===== src/rtl/imm_encode_if.sv =====
// imm_encode_if: valid/ready bundle between an immediate-encoder client and
// imm_encode. master = client side (drives requests, accepts results),
// slave = encoder side. Request: in_valid/in_ready, imm_type, imm,
// base_instr. Result: out_valid/out_ready, instr, err_*, err_count.
interface imm_encode_if #(
    parameter int IMM_WIDTH = 32,
    parameter int CNT_WIDTH = 16
);
    logic                 in_valid;
    logic                 in_ready;
    logic [2:0]           imm_type;
    logic [IMM_WIDTH-1:0] imm;
    logic [IMM_WIDTH-1:0] base_instr;
    logic                 out_valid;
    logic                 out_ready;
    logic [IMM_WIDTH-1:0] instr;
    logic                 err_range;
    logic                 err_align;
    logic                 err_type;
    logic [CNT_WIDTH-1:0] err_count;

    modport master (
        output in_valid, imm_type, imm, base_instr, out_ready,
        input  in_ready, out_valid, instr,
        input  err_range, err_align, err_type, err_count
    );

    modport slave (
        input  in_valid, imm_type, imm, base_instr, out_ready,
        output in_ready, out_valid, instr,
        output err_range, err_align, err_type, err_count
    );
endinterface


===== src/rtl/imm_encode.sv =====
// imm_encode: packs a 32-bit immediate into the immediate fields of a base
// instruction word for a given format and flags unrepresentable values.
// Ports: clk; rst (synchronous, active-high); bus (imm_encode_if.slave):
//   in_valid/in_ready, imm_type, imm, base_instr  -> stage 1 (checks)
//   out_valid/out_ready, instr, err_*, err_count  <- stage 2 (registered)
// Format codes: R=0 I=1 S=2 SB=3 U=4 UJ=5; 6 and 7 are undefined.
module imm_encode #(
    parameter int IMM_WIDTH = 32,
    parameter int CNT_WIDTH = 16
) (
    input  logic        clk,
    input  logic        rst,
    imm_encode_if.slave bus
);
    localparam logic [2:0] R_TYPE  = 3'd0;
    localparam logic [2:0] I_TYPE  = 3'd1;
    localparam logic [2:0] S_TYPE  = 3'd2;
    localparam logic [2:0] SB_TYPE = 3'd3;
    localparam logic [2:0] U_TYPE  = 3'd4;
    localparam logic [2:0] UJ_TYPE = 3'd5;

    logic                 s1_valid_q, s1_valid_d;
    logic [2:0]           s1_type_q, s1_type_d;
    logic [IMM_WIDTH-1:0] s1_imm_q, s1_imm_d;
    logic [IMM_WIDTH-1:0] s1_base_q, s1_base_d;

    logic                 s2_valid_q, s2_valid_d;
    logic [IMM_WIDTH-1:0] instr_q, instr_d;
    logic                 err_range_q, err_range_d;
    logic                 err_align_q, err_align_d;
    logic                 err_type_q, err_type_d;
    logic [CNT_WIDTH-1:0] err_count_q, err_count_d;

    logic                 s2_load;
    logic                 in_ready;
    logic                 accept;
    logic                 out_fire;
    logic [IMM_WIDTH-1:0] pack;
    logic                 rng;
    logic                 aln;
    logic                 typ;

    // Stage 2 refills whenever it is empty or draining this cycle, so a
    // stream under constant out_ready never bubbles.
    assign s2_load  = s1_valid_q && (!s2_valid_q || bus.out_ready);
    assign in_ready = !s1_valid_q || s2_load;
    assign accept   = bus.in_valid && in_ready;
    assign out_fire = s2_valid_q && bus.out_ready;

    // Field packing and checks on the registered stage-1 operands.
    // A field "fits" when the bits above its sign bit are all equal.
    always_comb begin
        pack = s1_base_q;
        rng  = 1'b0;
        aln  = 1'b0;
        typ  = 1'b0;
        case (s1_type_q)
            R_TYPE: begin
                pack = s1_base_q;
            end
            I_TYPE: begin
                pack[31:20] = s1_imm_q[11:0];
                rng = !(&s1_imm_q[31:11] || !(|s1_imm_q[31:11]));
            end
            S_TYPE: begin
                pack[31:25] = s1_imm_q[11:5];
                pack[11:7]  = s1_imm_q[4:0];
                rng = !(&s1_imm_q[31:11] || !(|s1_imm_q[31:11]));
            end
            SB_TYPE: begin
                pack[31]    = s1_imm_q[12];
                pack[30:25] = s1_imm_q[10:5];
                pack[11:8]  = s1_imm_q[4:1];
                pack[7]     = s1_imm_q[11];
                rng = !(&s1_imm_q[31:12] || !(|s1_imm_q[31:12]));
                aln = s1_imm_q[0];
            end
            U_TYPE: begin
                pack[31:12] = s1_imm_q[31:12];
                rng = |s1_imm_q[11:0];
            end
            UJ_TYPE: begin
                pack[31]    = s1_imm_q[20];
                pack[30:21] = s1_imm_q[10:1];
                pack[20]    = s1_imm_q[11];
                pack[19:12] = s1_imm_q[19:12];
                rng = !(&s1_imm_q[31:20] || !(|s1_imm_q[31:20]));
                aln = s1_imm_q[0];
            end
            default: begin
                pack = s1_base_q;
                typ  = 1'b1;
            end
        endcase
    end

    always_comb begin
        s1_valid_d = s1_valid_q;
        s1_type_d  = s1_type_q;
        s1_imm_d   = s1_imm_q;
        s1_base_d  = s1_base_q;
        if (accept) begin
            s1_valid_d = 1'b1;
            s1_type_d  = bus.imm_type;
            s1_imm_d   = bus.imm;
            s1_base_d  = bus.base_instr;
        end else if (s2_load) begin
            s1_valid_d = 1'b0;
        end
    end

    always_comb begin
        s2_valid_d  = s2_valid_q;
        instr_d     = instr_q;
        err_range_d = err_range_q;
        err_align_d = err_align_q;
        err_type_d  = err_type_q;
        if (s2_load) begin
            s2_valid_d  = 1'b1;
            instr_d     = pack;
            err_range_d = rng;
            err_align_d = aln;
            err_type_d  = typ;
        end else if (out_fire) begin
            s2_valid_d = 1'b0;
        end
    end

    // Saturating count of flagged results actually handed downstream.
    always_comb begin
        err_count_d = err_count_q;
        if (out_fire && (err_range_q || err_align_q || err_type_q)
            && !(&err_count_q)) begin
            err_count_d = err_count_q + CNT_WIDTH'(1);
        end
    end

    always_ff @(posedge clk) begin
        if (rst) begin
            s1_valid_q  <= 1'b0;
            s1_type_q   <= '0;
            s1_imm_q    <= '0;
            s1_base_q   <= '0;
            s2_valid_q  <= 1'b0;
            instr_q     <= '0;
            err_range_q <= 1'b0;
            err_align_q <= 1'b0;
            err_type_q  <= 1'b0;
            err_count_q <= '0;
        end else begin
            s1_valid_q  <= s1_valid_d;
            s1_type_q   <= s1_type_d;
            s1_imm_q    <= s1_imm_d;
            s1_base_q   <= s1_base_d;
            s2_valid_q  <= s2_valid_d;
            instr_q     <= instr_d;
            err_range_q <= err_range_d;
            err_align_q <= err_align_d;
            err_type_q  <= err_type_d;
            err_count_q <= err_count_d;
        end
    end

    assign bus.in_ready  = in_ready;
    assign bus.out_valid = s2_valid_q;
    assign bus.instr     = instr_q;
    assign bus.err_range = err_range_q;
    assign bus.err_align = err_align_q;
    assign bus.err_type  = err_type_q;
    assign bus.err_count = err_count_q;
endmodule


===== src/flat_wrapper.sv =====
// flat-port wrapper written by rule: the top's interface ports become plain ports
module imm_encode_flat 
#(
    parameter int IMM_WIDTH = 32,
    parameter int CNT_WIDTH = 16
)
  (clk, rst, bus_in_valid, bus_imm_type, bus_imm, bus_base_instr, bus_out_ready, bus_in_ready, bus_out_valid, bus_instr, bus_err_range, bus_err_align, bus_err_type, bus_err_count);
  imm_encode_if #(.IMM_WIDTH(IMM_WIDTH), .CNT_WIDTH(CNT_WIDTH)) bus_i ();
  input  logic clk;
  input  logic rst;
  input wire logic [$bits(bus_i.in_valid)-1:0] bus_in_valid;
  input wire logic [$bits(bus_i.imm_type)-1:0] bus_imm_type;
  input wire logic [$bits(bus_i.imm)-1:0] bus_imm;
  input wire logic [$bits(bus_i.base_instr)-1:0] bus_base_instr;
  input wire logic [$bits(bus_i.out_ready)-1:0] bus_out_ready;
  output wire logic [$bits(bus_i.in_ready)-1:0] bus_in_ready;
  output wire logic [$bits(bus_i.out_valid)-1:0] bus_out_valid;
  output wire logic [$bits(bus_i.instr)-1:0] bus_instr;
  output wire logic [$bits(bus_i.err_range)-1:0] bus_err_range;
  output wire logic [$bits(bus_i.err_align)-1:0] bus_err_align;
  output wire logic [$bits(bus_i.err_type)-1:0] bus_err_type;
  output wire logic [$bits(bus_i.err_count)-1:0] bus_err_count;
  assign bus_i.in_valid = bus_in_valid;
  assign bus_i.imm_type = bus_imm_type;
  assign bus_i.imm = bus_imm;
  assign bus_i.base_instr = bus_base_instr;
  assign bus_i.out_ready = bus_out_ready;
  assign bus_in_ready = bus_i.in_ready;
  assign bus_out_valid = bus_i.out_valid;
  assign bus_instr = bus_i.instr;
  assign bus_err_range = bus_i.err_range;
  assign bus_err_align = bus_i.err_align;
  assign bus_err_type = bus_i.err_type;
  assign bus_err_count = bus_i.err_count;
  imm_encode #(.IMM_WIDTH(IMM_WIDTH), .CNT_WIDTH(CNT_WIDTH)) u_core (.clk(clk), .rst(rst), .bus(bus_i));
endmodule

===== config.mk =====
export PLATFORM = sky130hd
export DESIGN_NAME = imm_encode_flat
export DESIGN_NICKNAME = d
export VERILOG_FILES = /design/src/rtl/imm_encode_if.sv /design/src/rtl/imm_encode.sv /design/src/flat_wrapper.sv
export SDC_FILE = /design/constraint.sdc
export NUM_CORES = 1
export LEC_CHECK = 0
export CORE_ASPECT_RATIO = 0.9
export CORE_MARGIN = 4
export CORE_UTILIZATION = 53
export DETAILED_ROUTE_END_ITERATION = 7
export PLACE_DENSITY = 0.89
export SLEW_MARGIN = 20
export SYNTH_ARGS = -nofsm -noshare
export SYNTH_HDL_FRONTEND = slang
export SYNTH_SLANG_ARGS = --single-unit

===== constraint.sdc =====
create_clock -name clk -period 3.88 [get_ports clk]
set_input_delay 0.97 -clock clk [delete_from_list [all_inputs] [get_ports clk]]
set_output_delay 0.97 -clock clk [all_outputs]
set_load 0.03 [all_outputs]

==> results of run 1 <==
## final cells by class
class	instances	area [µm²]	share of cell area (%)
multi-input cells	473	2470	35.9
flip-flops and latches	120	2400	34.9
repair buffers	130	1290	18.8
clock buffers	21	459	6.66
well taps	122	153	2.22
clock inverters	9	100	1.45
inverters	3	11.3	0.163
## power breakdown
group | switching (W) | leakage [nW] | internal (W)
Combinational | 0.000191 | 1.23 | 0.000167
Sequential | 0.0000590 | 0.984 | 0.00129
Clock | 0.000523 | 0.275 | 0.000950
## worst max path at each step
stage | slack (ns) | start | end | cells after the start
after global routing | 0.29 | bus_out_ready | bus_in_ready | 4
after floorplan | 1.55 | bus_out_ready | bus_in_ready | 2
after detailed placement | 0.39 | bus_out_ready | bus_in_ready | 4
after global placement | 0.44 | bus_out_ready | bus_in_ready | 4
final | 0.40 | bus_out_ready | bus_in_ready | 4
after CTS | 0.38 | bus_out_ready | bus_in_ready | 4
## cell usage in the layout (no fill, tap or decap), types with 9 or more instances in the layout
| cell | netlist | final |
|---|---|---|
| a211oi_1 | 17 | 17 |
| a21oi_1 | 94 | 93 |
| a22oi_1 | 9 | 9 |
| clkbuf_16 | 0 | 16 |
| clkdlybuf4s50_1 | 0 | 122 |
| dfxtp_1 | 120 | 120 |
| mux2i_1 | 15 | 15 |
| nand2_1 | 184 | 183 |
| nor2_1 | 47 | 47 |
| nor3_1 | 12 | 12 |
| or3_1 | 9 | 9 |
| xnor2_1 | 9 | 9 |
## worst max-delay path, cell delays in order
cell and delay [ns]:
clkdlybuf4s50_1 0.46, nor2b_1 0.31, nand2_1 0.15, clkdlybuf4s50_1 0.62
## state kept, by name (all words and copies together), names as in the netlist
signal,count
u_core.bus.out_valid,1
u_core.bus.err_range,1
u_core.s1_base_q,32
u_core.bus.instr,32
u_core.bus.err_type,1
u_core.bus.err_align,1
u_core.bus.err_count,16
u_core.s1_type_q,3
u_core.s1_valid_q,1
u_core.s1_imm_q,32
## stage by stage
stage	utilization [%]	setup WS [ns]	area (µm²)
after detailed placement	68.8	0.389	6330
after CTS	74.8	0.384	6890
after global placement	68.8	0.437	6330
after global routing	74.8	0.287	6890
final	74.8	0.400	6890
after floorplan	-	1.55	5060
## metal layers
metal  up-vias  part of all wire (%)  global-route usage, %
met2       276                    50                   45.1
met3        42                   9.5                   7.08
met4         0                   2.6                   12.0
li1       2420                     -                      -
met5         -                     0                      0
met1      2348                    38                   30.2
## cells by family (layout without fill, tap and decap cells)
logic type,count (synthesis),in the layout,synth area share [%]
simple gates,293,293,25.1
xor+xnor,11,11,1.91
fa+ha+maj,1,1,0.247
mux,16,16,3.19
compound gates,152,152,18.1
buf+inv,48,163,3.89
flops,120,120,47.5
==> impl_metrics.csv, run 1 <==
group,metric,value,unit
cts,clock_tree.buffer_depth,2,
timing,worst_hold_slack,0.455,ns
worst_setup_path,worst-endpoint-arrival,2.51,ns
power,power_per_cell_area,462,nW/µm²
worst_setup_path,timing.critical_path.from_type,"input pin",
routing,first_pass_iters,6,
floorplan,design.die.area,11200,µm²
grt,track_usage,26.0,%
worst_setup_path,timing.reg2reg.worst_path_depth,4,
timing,post-route-period-util,89.7,%
worst_setup_path,crit-reg2reg-launch,"u_core.s1_type_q[1]",
logic_synthesis,syn-cell-area,5060,µm²
routing,final_routed_drc_violation_total,0,
power,peak_vdd_ir,366,µV
logic_synthesis,synth_async_sr_flop_share,0,%
cts,cts-buffers-inserted,17,
cts,clk-insertion-delay-late,0.51,ns
grt,global_route_wire_length_before_repair,23.6,mm
timing,period_minus_slack,3.48,ns
floorplan,row_count,33,
floorplan,ioPinCount,124,
place,detailed_place_hpwl,10.1,mm
worst_hold_path,worst_min_delay_path_startpoint,"u_core.bus.instr[7]",
cts,cts_htree_levels,4,
cts,root_buffer,"clkbuf_8",
logic_synthesis,syn-mean-instance-area,7.89,µm²
cts,clock-sinks,120,
timing,slew_viols_final,0,
floorplan,die_h,101,µm
cts,clk_pin_slew_worst_paths,0.05,ns
logic_synthesis,yosysMostFrequentCell,"nand2_1",
logic_synthesis,count_of_cell_types_in_the_netlist,47,
routing,antenna_violating_nets_post_route,0,
logic_synthesis,synth_top_cell_area_share,47.5,%
layout,syn2layout_area_growth,36.3,%
logic_synthesis,most_used_flip_flop_cell_after_synthesis,"dfxtp_1",
cts,cts_tree,"done",
logic_synthesis,synthesis.instances,641,
worst_setup_path,reg2reg_to,"u_core.bus.instr[20]",
grt,grt_max_degree,87,
logic_synthesis,commonest_cells_in_the_synthesized_netlist,"nand2_1 (184), dfxtp_1 (120), a21oi_1 (94)",
worst_hold_path,hold_depth,2,
power,leakagePower,2.49,nW
worst_setup_path,worst_ep_required_time,2.91,ns
floorplan,core_area,9210,µm²
layout,final_cell_count_no_fill,878,
routing,detail_route.wirelength,14.7,mm
grt,number_of_antenna_violations_at_the_first_check_in_global_routing,0,
timing,total_negative_slack_for_setup_checks,0,ns
worst_hold_path,holdCritPathClass,"register to register",
logic_synthesis,synth_register_bits,120,
floorplan,die_x,111,µm
routing,num_vias,5086,
routing,post_drt_wl_per_cell,16.7,µm
logic_synthesis,synth.yosys.warnings,0,
worst_setup_path,worstSetupEndpointType,"output pin",
outcome,outcome,"completed",
timing,rsz_0062_raised_after_global_routing,"false",
floorplan,initial_core_util,54.9,%
routing,drt_iter0_markers,478,
flow_run,cap_violations,0,
timing,worst_pin_slew,0.966,ns
place,placedCellCount,848,
layout,filler_cell_count,655,
logic_synthesis,synth_enable_flop_cells,0,
cts,cts_hold_buffers,0,
place,globalplace.congestion,0.909,
cts,cts_post_setup_buffers_inserted,0,
logic_synthesis,netlist_top_cells_area,"dfxtp_1 (48%), nand2_1 (14%), a21oi_1 (9.3%), nor2_1 (3.5%), mux2i_1 (3.0%)",
logic_synthesis,synth-seq-area-share,47.5,%
routing,via_per_inst,5.79,
layout,finalNetCount,817,
worst_setup_path,criticalPathCategory,"input pin to output pin",
timing,fmax,287,MHz
timing,finalHoldViolations,0,
timing,setup_viol,0,
logic_synthesis,synth_largest_area_cell,"dfxtp_1",
worst_hold_path,hold_path_end,"u_core.bus.instr[7]",
logic_synthesis,mappedNetlistNets,713,
layout,antennaDiodeCount,0,
worst_setup_path,path_max_fanout,3,
worst_setup_path,worst_reg2reg_setup_slack,1.39,ns
grt,first_global_vias,4947,
power,post-layout-total-power,0.00318,W
cts,post_cts.resized_instances,0,
layout,final_layout_size_suffix_gt1_share,6.35,%
timing,finalClockSkew,0.00761,ns
timing,slew_headroom,35.4,%
place,portBuffers,123,
grt,grt.overflow.total,0,
No activity file was read; power rests on OpenSTA's default activity.
==> run 2: changes to the inputs <==
Settings changed: GPL_TIMING_DRIVEN from default to 1, RECOVER_POWER from default to 100.
==> run 2 against run 1 <==
Compared with the run above: the flow now finishes with violations (capacitance limit, slew limit); fmax shrank 1.9%; clock power about the same; worst hold slack lost 0.0029 ns; cell count unchanged; routed wire length decreased by 0.35%; die area stayed put; clock-buffer cell count unchanged; total power is 0.34% lower; register-to-register slack worse by 0.27 ns.
==> impl_metrics.csv, run 2 (synthesis results as in run 1) <==
group,metric,value,unit
outcome,outcome,"finished, violations left",
outcome,violations_in_the_final_reports,"capacitance limit, slew limit",
place,globalplace.congestion,0.909,
layout,final_layout_size_suffix_gt1_share,5.29,%
floorplan,design.die.area,11200,µm²
cts,cts_tree,"done",
flow_run,cap_violations,1,
cts,cts-buffers-inserted,17,
cts,clk_pin_slew_worst_paths,0.05,ns
timing,finalClockSkew,0.00696,ns
cts,cts_hold_buffers,0,
routing,post_drt_wl_per_cell,16.6,µm
grt,track_usage,26.0,%
cts,cts_post_setup_buffers_inserted,0,
worst_setup_path,criticalPathCategory,"input pin to output pin",
timing,period_minus_slack,3.55,ns
timing,rsz_0062_raised_after_global_routing,"false",
layout,regArea,2400,µm²
routing,final_routed_drc_violation_total,0,
floorplan,die_h,101,µm
worst_setup_path,worst_ep_required_time,2.91,ns
worst_hold_path,worst_min_delay_path_startpoint,"u_core.bus.instr[7]",
layout,multiInputGateArea,2440,µm²
cts,cts_htree_levels,4,
timing,slew_viols_final,30,
power,leakagePower,2.63,nW
layout,filler_cell_count,665,
floorplan,initial_core_util,54.9,%
routing,antenna_violating_nets_post_route,0,
grt,grt_max_degree,87,
cts,clock-sinks,120,
timing,worst_pin_slew,2.18,ns
cts,post_cts.resized_instances,0,
cts,clk-insertion-delay-late,0.50,ns
worst_setup_path,worst_reg2reg_setup_slack,1.12,ns
power,peak_vdd_ir,366,µV
timing,slew_headroom,-45.6,%
worst_hold_path,holdCritPathClass,"register to register",
grt,grt.overflow.total,0,
place,dpl_worst_slack,0.389,ns
timing,fmax,282,MHz
routing,num_vias,5095,
layout,finalNetCount,817,
worst_setup_path,path_max_fanout,3,
routing,via_per_inst,5.80,
layout,antennaDiodeCount,0,
grt,number_of_antenna_violations_at_the_first_check_in_global_routing,0,
timing,post-route-period-util,91.5,%
worst_setup_path,timing.critical_path.from_type,"input pin",
timing,setup_viol,0,
worst_setup_path,worst-endpoint-arrival,2.58,ns
worst_setup_path,crit-reg2reg-launch,"u_core.bus.out_valid",
cts,root_buffer,"clkbuf_8",
layout,syn2layout_area_growth,35.5,%
floorplan,ioPinCount,124,
floorplan,row_count,33,
layout,layout_commonest_cell,"nand2_1",
routing,first_pass_iters,7,
place,portBuffers,123,
worst_setup_path,worstSetupEndpointType,"output pin",
floorplan,core_area,9210,µm²
timing,finalHoldViolations,0,
layout,top_library_cells_by_usage_in_the_layout_fill_and_taps_aside,"nand2_1 (184), dfxtp_1 (120), a21oi_1 (94)",
worst_setup_path,startpoint_of_the_most_critical_setup_path,"bus_out_ready",
floorplan,die_x,111,µm
routing,detail_route.wirelength,14.6,mm
routing,drt_iter0_markers,445,
timing,setup_ws_final,0.332,ns
timing,total_negative_slack_for_setup_checks,0,ns
cts,clock_tree.buffer_depth,2,
grt,first_global_vias,4947,
grt,global_route_wire_length_before_repair,23.6,mm
power,power_per_cell_area,463,nW/µm²
place,detailed_place_hpwl,10.1,mm
==> run 2: changes by cell type in the layout (fill, tap and decap cells not counted), moves of 3 or more <==
cell / before / now
buf_4: 7 / 4
clkdlybuf4s50_1: 122 / 68
clkbuf_1: 1 / 4
dlygate4sd3_1: 0 / 54
==> run 2: report_power, final <==
part,switching [W],internal [W]
clock,0.000524,0.000950
combinational,0.000190,0.000158
sequential,0.0000573,0.00129
==> run 2: path summary, 6_finish.rpt <==
kind	endpoint	cells past startpoint
worst max-delay path	bus_in_ready	4
worst min-delay path	u_core.bus.instr[7]	2
worst max register to register	u_core.s1_imm_q[10]	4
worst min register to register	u_core.bus.instr[7]	2
==> run 2: cell type report <==
type / instances / share of cell area (%)
inverter: 3 / 0.164
sequential: 120 / 35.1
clock buffer: 21 / 6.70
multi-input combinational: 473 / 35.6
timing repair buffer: 130 / 18.7
tap: 122 / 2.23
clock inverter: 9 / 1.46
==> run 2: metrics by stage <==
step	area, µm²	power (W)	util, %	hold slack [ns]	cells
3_5_place_dp	6330	0.00172	68.8	0.446	848
5_1_grt	6850	0.00328	74.4	0.472	878
6_report	6850	0.00317	74.4	0.452	878
2_1_floorplan	5060	0.00156	-	0.432	641
3_3_place_gp	6330	0.00171	68.8	0.443	848
4_1_cts	6890	0.00320	74.8	0.458	878
==> run 2: critical path: stages <==
cell	delay, ns
dlygate4sd3_1	0.58
nor2b_1	0.22
nand2_1	0.11
dlygate4sd3_1	0.70
==> run 2: layer usage <==
metal  vias to the layer above  share of wire (%)  GRT usage [%]
met1                      2355                 39           30.2
met2                       278                 49           45.1
met3                        43                8.8           7.08
met4                         0                2.6           12.0
li1                       2419                  -              -
met5                         -                  0              0
==> run 3: changes to the inputs <==
Settings changed: CTS_CLUSTER_DIAMETER from default to 200.
Clock period 3.88 ns to 4.3 ns, I/O delays scaled along.
==> run 3 against run 2 <==
Compared with the run above: the run still ends with capacitance limit, slew limit left; global-route usage is 0.096 points lower; clock-buffer cell count is 2 higher; die area stayed put; first-iteration DRC count is 23% higher.
==> impl_metrics.csv, run 3 (synthesis results as in run 1) <==
group,metric,value,unit
routing,drt_iter0_markers,546,
place,globalplace.congestion,0.890,
timing,finalClockSkew,0.00690,ns
layout,layout_commonest_cell,"nand2_1",
worst_setup_path,criticalPathCategory,"input pin to output pin",
layout,finalNetCount,813,
power,peak_vdd_ir,292,µV
outcome,violations_in_the_final_reports,"capacitance limit, slew limit",
routing,final_routed_drc_violation_total,0,
place,portBuffers,123,
worst_hold_path,hold_depth,2,
grt,global_route_wire_length_before_repair,23.1,mm
timing,setup_viol,0,
timing,total_negative_slack_for_setup_checks,0,ns
routing,antenna_violating_nets_post_route,0,
timing,fmax,257,MHz
routing,first_pass_iters,6,
place,detailed_place_hpwl,9.74,mm
cts,cts_post_setup_buffers_inserted,0,
grt,grt_max_degree,123,
routing,post_drt_wl_per_cell,16.7,µm
timing,rsz_0062_raised_after_global_routing,"false",
floorplan,ioPinCount,124,
routing,num_vias,5068,
timing,worst_pin_slew,2.02,ns
cts,clock_tree.buffer_depth,2,
floorplan,core_area,9210,µm²
cts,cts_tree,"done",
timing,period_minus_slack,3.90,ns
layout,syn2layout_area_growth,35.0,%
worst_setup_path,worst_ep_required_time,3.22,ns
routing,detail_route.wirelength,14.6,mm
grt,first_global_vias,4807,
worst_setup_path,timing.critical_path.from_type,"input pin",
timing,finalHoldViolations,0,
timing,slew_viols_final,46,
power,post-layout-total-power,0.00284,W
power,power_per_cell_area,417,nW/µm²
timing,slew_headroom,-35.0,%
floorplan,die_h,101,µm
cts,clk_pin_slew_worst_paths,0.06,ns
cts,cts-buffers-inserted,17,
floorplan,row_count,33,
grt,grt.overflow.total,0,
grt,number_of_antenna_violations_at_the_first_check_in_global_routing,0,
place,dpl_cell_area,6290,µm²
layout,antennaDiodeCount,0,
layout,layout.core_utilization,74.1,%
floorplan,design.die.area,11200,µm²
routing,via_per_inst,5.79,
grt,track_usage,25.9,%
layout,final_layout_size_suffix_gt1_share,5.31,%
layout,top_library_cells_by_usage_in_the_layout_fill_and_taps_aside,"nand2_1 (184), dfxtp_1 (120), a21oi_1 (93)",
worst_setup_path,worstSetupEndpointType,"output pin",
floorplan,die_x,111,µm
flow_run,cap_violations,1,
layout,layout.cell_area.non_filler,6820,µm²
cts,post_cts.resized_instances,0,
cts,clk-insertion-delay-late,0.53,ns
timing,post-route-period-util,90.6,%
worst_setup_path,timing.reg2reg.worst_path_depth,5,
worst_setup_path,worst-endpoint-arrival,2.82,ns
worst_hold_path,holdCritPathClass,"register to register",
worst_setup_path,path_max_fanout,3,
floorplan,initial_core_util,54.9,%
cts,root_buffer,"clkbuf_8",
cts,cts_htree_levels,4,
cts,cts_hold_buffers,0,
outcome,outcome,"finished, violations left",
cts,clock-sinks,120,
power,leakagePower,2.62,nW
==> run 3: cell count changes in the layout (fill, tap and decap cells not counted) <==
cell and change:
a21oi_4 +1, buf_4 -3, buf_12 -1, buf_6 +1, a21oi_1 -1, clkbuf_2 +1, clkbuf_1 -2, bufinv_16 -1
clkbuf_8 +2
==> run 3: path summary, 6_finish.rpt <==
kind	from	end	slack (ns)
worst max-delay path	bus_out_ready	bus_in_ready	0.40
worst min register to register	u_core.bus.instr[24]	u_core.bus.instr[24]	0.45
worst min-delay path	u_core.bus.instr[24]	u_core.bus.instr[24]	0.45
worst max register to register	u_core.s1_valid_q	u_core.bus.err_range	1.42
==> run 3: final cells by class <==
type	count	area [µm²]
Inverter	3	11.3
Fill cell	663	2380
Multi-Input combinational cell	473	2450
Tap cell	122	153
Sequential cell	120	2400
Timing Repair Buffer	126	1250
Clock buffer	23	487
Clock inverter	8	70.1
==> run 3: worst max-delay path: stages <==
cell and delay (ns):
dlygate4sd3_1 0.58, nor2b_1 0.30, nand2_1 0.15, dlygate4sd3_1 0.71
==> run 3: stage by stage <==
step	hold slack, ns	setup slack [ns]	cells
after floorplan	0.432	1.76	641
after global placement	0.443	0.653	844
after detailed placement	0.447	0.582	844
after CTS	0.454	0.582	875
after global routing	0.477	0.343	875
final	0.454	0.404	875
==> run 3: power breakdown <==
group | internal [W] | total (W) | switching [W]
clock | 0.000833 | 0.00131 | 0.000478
combinational | 0.000141 | 0.000313 | 0.000172
sequential | 0.00117 | 0.00122 | 0.0000525
==> run 3: per-layer routing <==
layer  vias up  part of all wire [%]  global-route usage (%)
met3        52                   8.2                    7.26
met4         0                   3.0                    10.5
met2       253                    49                    45.3
li1       2397                     -                       -
met5         -                     0                       0
met1      2366                    40                    30.2
